--- src/rtl/branch_target_buffer.sv ---
// Two-way set-associative branch target buffer: zero-latency lookup on the fetch PC, trained from EX.
// Optional write-through forwarding of a same-cycle update is enabled by defining BTB_BYPASS_EN.
module branch_target_buffer #(
  parameter int SET_ADDR_WIDTH = 4
) (
  input  logic        clk,
  input  logic        rst,
  input  logic        PL_stall,
  input  logic [31:0] pc,
  output logic        btb_hit,
  output logic [1:0]  btb_kind,
  output logic [31:0] btb_target,
  input  logic        upd_en,
  input  logic [31:0] upd_pc,
  input  logic [1:0]  upd_kind,
  input  logic [31:0] upd_target,
  input  logic        inv_all
);
  localparam int TAG_WIDTH = 30 - SET_ADDR_WIDTH;
  localparam int SETS = 1 << SET_ADDR_WIDTH;
  localparam logic [1:0] KIND_RSVD = 2'd3;

  logic [1:0]           valid_q [SETS];
  logic [1:0]           valid_d [SETS];
  logic [SETS-1:0]      lru_q;
  logic [SETS-1:0]      lru_d;
  logic [TAG_WIDTH-1:0] tag_q   [SETS][2];
  logic [TAG_WIDTH-1:0] tag_d   [SETS][2];
  logic [1:0]           kind_q  [SETS][2];
  logic [1:0]           kind_d  [SETS][2];
  logic [29:0]          tgt_q   [SETS][2];
  logic [29:0]          tgt_d   [SETS][2];

  logic [SET_ADDR_WIDTH-1:0] lk_idx;
  logic [SET_ADDR_WIDTH-1:0] up_idx;
  logic [TAG_WIDTH-1:0]      lk_tag;
  logic [TAG_WIDTH-1:0]      up_tag;
  logic [1:0]                lk_match;
  logic [1:0]                up_match;
  logic                      lk_hit;
  logic                      lk_way;
  logic                      wr_way;
  logic                      wr_en;
  logic                      data_we;
  logic                      unused_low_bits;

  assign lk_idx = pc[SET_ADDR_WIDTH+1:2];
  assign lk_tag = pc[31:SET_ADDR_WIDTH+2];
  assign up_idx = upd_pc[SET_ADDR_WIDTH+1:2];
  assign up_tag = upd_pc[31:SET_ADDR_WIDTH+2];
  assign unused_low_bits = ^{pc[1:0], upd_pc[1:0], upd_target[1:0]};

  // Reserved kind and flash-invalidate both drop the write entirely.
  assign wr_en   = upd_en && !inv_all && (upd_kind != KIND_RSVD);
  assign data_we = wr_en && !rst;

  always_comb begin
    lk_match = '0;
    up_match = '0;
    for (int w = 0; w < 2; w++) begin
      lk_match[w] = valid_q[lk_idx][w] && (tag_q[lk_idx][w] == lk_tag);
      up_match[w] = valid_q[up_idx][w] && (tag_q[up_idx][w] == up_tag);
    end
    lk_hit = |lk_match;
    lk_way = !lk_match[0];
  end

  always_comb begin
    if (up_match[0])               wr_way = 1'b0;
    else if (up_match[1])          wr_way = 1'b1;
    else if (!valid_q[up_idx][0])  wr_way = 1'b0;
    else if (!valid_q[up_idx][1])  wr_way = 1'b1;
    else                           wr_way = lru_q[up_idx];
  end

  always_comb begin
    btb_hit    = 1'b0;
    btb_kind   = 2'd0;
    btb_target = 32'd0;
`ifdef BTB_BYPASS_EN
    if (wr_en && (upd_pc[31:2] == pc[31:2])) begin
      btb_hit    = 1'b1;
      btb_kind   = upd_kind;
      btb_target = {upd_target[31:2], 2'b00};
    end else
`endif
    if (lk_hit) begin
      btb_hit    = 1'b1;
      btb_kind   = kind_q[lk_idx][lk_way];
      btb_target = {tgt_q[lk_idx][lk_way], 2'b00};
    end
  end

  // Update's LRU assignment is applied last so it wins over a same-set lookup hit.
  always_comb begin
    valid_d = valid_q;
    lru_d   = lru_q;
    if (lk_hit && !PL_stall) lru_d[lk_idx] = ~lk_way;
    if (wr_en) begin
      valid_d[up_idx][wr_way] = 1'b1;
      lru_d[up_idx]           = ~wr_way;
    end
    if (inv_all) begin
      for (int s = 0; s < SETS; s++) valid_d[s] = 2'b00;
    end
  end

  always_comb begin
    tag_d  = tag_q;
    kind_d = kind_q;
    tgt_d  = tgt_q;
    if (data_we) begin
      tag_d[up_idx][wr_way]  = up_tag;
      kind_d[up_idx][wr_way] = upd_kind;
      tgt_d[up_idx][wr_way]  = upd_target[31:2];
    end
  end

  always_ff @(posedge clk) begin
    if (rst) begin
      for (int s = 0; s < SETS; s++) valid_q[s] <= 2'b00;
      lru_q <= '0;
    end else begin
      valid_q <= valid_d;
      lru_q   <= lru_d;
    end
  end

  // Payload storage carries no reset; valid bits alone qualify it.
  always_ff @(posedge clk) begin
    tag_q  <= tag_d;
    kind_q <= kind_d;
    tgt_q  <= tgt_d;
  end

endmodule

--- config.mk ---
export PLATFORM = sky130hd
export DESIGN_NAME = branch_target_buffer
export DESIGN_NICKNAME = d
export VERILOG_FILES = /design/src/rtl/branch_target_buffer.sv
export SDC_FILE = /design/constraint.sdc
export NUM_CORES = 2
export LEC_CHECK = 0
export ABC_AREA = 0
export BUFFER_PORTS_ARGS = -buffer_cell sky130_fd_sc_hd__clkbuf_2
export CORE_MARGIN = 2
export CORE_UTILIZATION = 30
export CTS_CLUSTER_DIAMETER = 80
export CTS_CLUSTER_SIZE = 30
export DETAILED_ROUTE_END_ITERATION = 16
export GPL_TIMING_DRIVEN = 1
export PLACE_DENSITY_LB_ADDON = 0.3
export SLEW_MARGIN = 20
export SYNTH_ARGS = -nofsm -noshare
export SYNTH_HDL_FRONTEND = slang
export SYNTH_SLANG_ARGS = --single-unit
--- constraint.sdc ---
create_clock -name clk -period 14.1 [get_ports clk]
set_input_delay 1.41 -clock clk [delete_from_list [all_inputs] [get_ports clk]]
set_output_delay 1.41 -clock clk [all_outputs]
set_load 0.05 [all_outputs]
* Yosys cells after proc, flatten, opt, wreduce, memory -nomap -nowiden *
Cells that the tools add are included.

storage, ports and cells
  output and inout bits = 35
  bits in registers = 1904

cells by class
  multiplexer cells = 60
  magnitude comparators = 12
  bitwise gates (word level) = 6
  eq/ne operators = 5
  reductions and logical operators = 19

operators with widths
  cell                                     count
  bitwise mux 960 bit                      1
  bitwise mux 832 bit                      1
  binary-select mux 52 bit (select 4 bit)  2
  two-way mux 52 bit                       5
  binary-select mux 60 bit (select 4 bit)  1
  demux 60 bit (select 4 bit)              1
  demux 52 bit (select 4 bit)              1
  two-way mux 60 bit                       3
  two-way mux 30 bit                       4
  equality test 26 bit                     4
  bitwise mux 64 bit                       1
  bitwise mux 16 bit                       2
  two-way mux 16 bit                       2
  two-way mux 32 bit                       1
  bitwise OR 32 bit                        1
  demux 30 bit (select 1 bit)              1
  demux 26 bit (select 1 bit)              1
  two-way mux 26 bit                       1
  two-way mux 2 bit                        10
  binary-select mux 2 bit (select 4 bit)   2
  binary-select mux 4 bit (select 4 bit)   1
  demux 4 bit (select 4 bit)               1
  logical AND 1 bit                        13
  two-way mux 4 bit                        3
  20 further kinds                         39

* Logic depth before layout (Yosys ltp) *
  depth after elaboration = 16
  depth in mapped cells = 17
  depth with buffers taken out = 9

* Least setup slack after synthesis *
Ideal clock, no wire load.

  path type = input -> register
  start = input port upd_pc[3]
  end = register kind_q[20] in the netlist's numbering, enable pin
  data required time = 13.543 ns
  cell stages on the path = 14
  data arrival time = 8.415 ns
  library setup time = 0.557 ns
  slack = 5.128 ns
  cells stage by stage = buf_2 > buf_4 > buf_2 > buf_2 > buf_2 > mux4_2 > a221oi_1 > a31oi_1 > o21ai_0 > o211ai_1 > o31ai_2 > and2_4 > clkbuf_1 > nor3b_1

RTL lines
  what                  line  text
  start, declared       14    input logic [31:0] upd_pc,
  end signal, assigned  132   kind_q <= kind_d;
  end, declared         29    logic [1:0] kind_q [SETS][2];

* Final worst setup path *
  start = input port pc[3]
  end = output port btb_target[13]

between the ends
  cells in the longest elaborated chain, start to end = 12

RTL lines
  what                                                   line    text
  start, declared                                        9       input logic [31:0] pc,
  NOT 4 -> 5 bit (implied by the code) (*)               61, 90
  binary-select mux 52 bit (select 4 bit)                61      lk_match[w] = valid_q[lk_idx][w] && (tag_q[lk_idx][w] == lk_tag);
  two-way mux 52 bit (implied by the code) (2 in a row)  61
  equality test 26 bit                                   61
  logical AND 1 bit                                      61
  logical NOT 1 bit                                      65      lk_way = !lk_match[0];
  NOT 1 -> 2 bit (implied by the code)                   90      btb_target = {tgt_q[lk_idx][lk_way], 2'b00};
  two-way mux 30 bit (implied by the code) (3 in a row)  90
  two-way mux 32 bit (*)                                 87      if (lk_hit) begin
  end, declared                                          12      output logic [31:0] btb_target,

Mark *: on every way between the ends. The rest lies on a longest branch, timed or not. The select of a mux whose other input is x is not followed.

==> impl_metrics.ini <==
[logic_synthesis]
synthCells = 4096
yosys_most_used_dff = edfxtp_1
syn_area_mm2 = 0.0823
synth_cell_type_count = 76
synthArstFlopShare_pct = 0
synth_seq_area_share_pct = 68.9
synth_top_area_share_pct = 67.7
yosysWarningCount = 0
synth_area_leaders = edfxtp_1 68%, mux4_2 19%, mux2i_1 2.4%, dfxtp_1 1.2%, xnor2_1 0.68%
syn_avg_cell_area_um2 = 20.1
ys_seq_elements = 1904
synth_edf_count = 1856
synth_area_leader_cell = edfxtp_1

[sta]
worstMarginPinSlew_ps = 1140
relSlewSlack_pct = 24.0
setup_viol = 0
finalCriticalPeriod_ps = 9250
rsz0062_at_grt = no
skew_ps = 47.2
fin_crit_sh_pct = 65.6
hold_violations = 0
max_clock_freq_mhz = 108
final.setup.tns_ps = 0
drv_slew = 0

[place]
io_buffers = 129
dp.cells = 7675
hpwl_um = 147000
gp_congestion = 0.911

[layout]
drive_gt1_share_pct = 28.4
syn2layout_area_growth_pct = 10.2
fin_nets = 4285
mostFrequentLayoutCell = edfxtp_1
fin_util_pct = 33.2
final_cells = 7840
mostFrequentLayoutCells = 1856 x edfxtp_1, 699 x mux4_2, 197 x mux2i_1

[clock_tree]
numCtsBuffers = 93
cts_buffer_depth = 3
cts_setup_buffers = 0
ctsHtreeMaxLevel = 3
clkLatencyLatePin_ps = 790
cts.sinks = 1904
clock-root-buffer = clkbuf_16
cts-resized-gates = 0
cts_hold_buffers = 0
clkTransAtPathRegs_ps = 100
cts_tree = yes

[floorplan]
dieArea_mm2 = 0.279
initial_core_util_pct = 30.1
fp.dieW_um = 528
die_h_um = 528
std_cell_rows = 192
io_pins = 138
coreArea_mm2 = 0.273

[critical_path]
path_max_fanout = 118
cp-start-kind = input port
worst_setup_path_end_kind = primary output
reg2reg_from = tag_q[36]
cp.required_ps = 12690
crit_arrival_ps = 7840
cp-startpoint = pc[3]
r2r-end = tgt_q[482]
r2r_slack_ps = 8090
crit_type = input port to primary output
reg2regPathDepth = 11
setup.worst_path.end = btb_target[13]

[route]
wl_um = 254000
ant_nets = 0
wl_per_cell_um = 32.4
drc_errors = 0
drt_iter0_drc = 6106
viasPerCell = 5.63
via_count = 44160
dr.pass1.iters = 6

[global_routing]
grt_pass1_vias = 44200
antenna_found_initial = 20
overflow = 0
grt_pass1_wl_um = 355000
track_usage_pct = 17.9
grt_start_max_net_pins = 119

[power]
power_density_mw_per_mm2 = 115
ir_drop_v = 0.0000922
p_leak_uw = 0.0275

[flow_run]
drv_cap = 0

[run_status]
outcome = finished clean

[hold_path]
hold_class = flip-flop to flip-flop
-- stage by stage --
step           setup slack [ps]  area, um2  total power, uW  hold slack (ps)
6_report                   4850      90700            10400              496
3_3_place_gp               4860      87400             7140              463
4_1_cts                    4820      90700            10500              490
2_1_floorplan              5130      82300             6820              450
3_5_place_dp               4830      87400             7140              474
5_1_grt                    4580      90700            10700              518
-- critical path, stage by stage --
cell and delay, ps:
buf_8 530, buf_12 640, nand2_1 810, o22ai_1 700, o21bai_1 200, a221oi_1 320
a31oi_1 110, a2111oi_0 570, nand4_1 260, buf_4 310, buf_4 360, nand2b_1 230
o21ai_0 780, clkbuf_2 420
-- layout make-up --
| class | count | area (um2) |
|---|---|---|
| fill | 25885 | 183000 |
| sequential | 1904 | 56700 |
| multi-input combinational | 1866 | 24300 |
| tap | 3589 | 4490 |
| clock buffer | 95 | 2360 |
| timing repair buffer | 266 | 1820 |
| clock inverter | 64 | 885 |
| inverter | 51 | 199 |
| antenna | 5 | 12.5 |
-- power by group --
| part | switching, uW | internal, uW |
|---|---|---|
| Combinational | 497 | 301 |
| Clock | 2020 | 1370 |
| Sequential | 4.71 | 6210 |
| Total | 2520 | 7890 |
-- routing by layer --
metal / GRT usage (%) / part of all wire [%]
met4: 4.46 / 2.7
met1: 25.7 / 43
met2: 28.3 / 47
met3: 2.94 / 7.7
met5: 0 / 0.039
-- worst min-delay path by stage --
stage           startpoint  cells after the start     endpoint  slack [ps]
6_report         lru_q[14]                      2    lru_q[14]         500
5_1_grt        valid_q[18]                      1  valid_q[18]         520
4_1_cts          lru_q[14]                      2    lru_q[14]         490
3_5_place_dp   valid_q[26]                      1  valid_q[26]         470
3_3_place_gp    valid_q[4]                      1   valid_q[4]         460
2_1_floorplan   valid_q[2]                      2   valid_q[2]         450
-- Yosys cell counts (5+ instances only) --
cell,number
nor2b_1,17
nand2_1,97
o22ai_1,25
mux2i_1,197
a221oi_1,48
inv_1,44
xor2_1,17
nand2b_1,47
buf_1,31
nor3_1,43
edfxtp_1,1856
nor3b_1,8
mux4_2,699
a211oi_1,16
o21a_1,12
nor4_2,6
o2bb2ai_1,9
dfxtp_1,48
a221o_1,5
o21ai_0,95
clkbuf_1,88
xnor2_1,64
a21oi_1,55
nand4_1,8
and2_1,9
and3_1,16
o2111ai_1,9
nor4_1,9
mux2_2,31
a31oi_1,36
buf_4,38
o221ai_1,10
o31ai_1,21
o211ai_1,14
nand3_1,23
a22oi_1,47
a22o_1,23
buf_2,103
buf_6,14
nor2_1,85
-- sequential cells by signal, summed over array words and instances (netlist names) --
name and flops:
kind_q 64, lru_q 16, tag_q 832, tgt_q 960
valid_q 32
-- cells by family (layout without fill, tap and decap cells) --
group | count (synthesis) | after routing | share of synthesized area [%]
flops | 1904 | 1904 | 68.9
buf+inv | 327 | 476 | 1.97
mux | 927 | 927 | 21.9
other cells | 1 | 7 | 0.00455
simple gates | 387 | 387 | 2.39
compound gates | 469 | 469 | 3.98
xor+xnor | 81 | 81 | 0.862
Power figures use the tool's default switching activity.
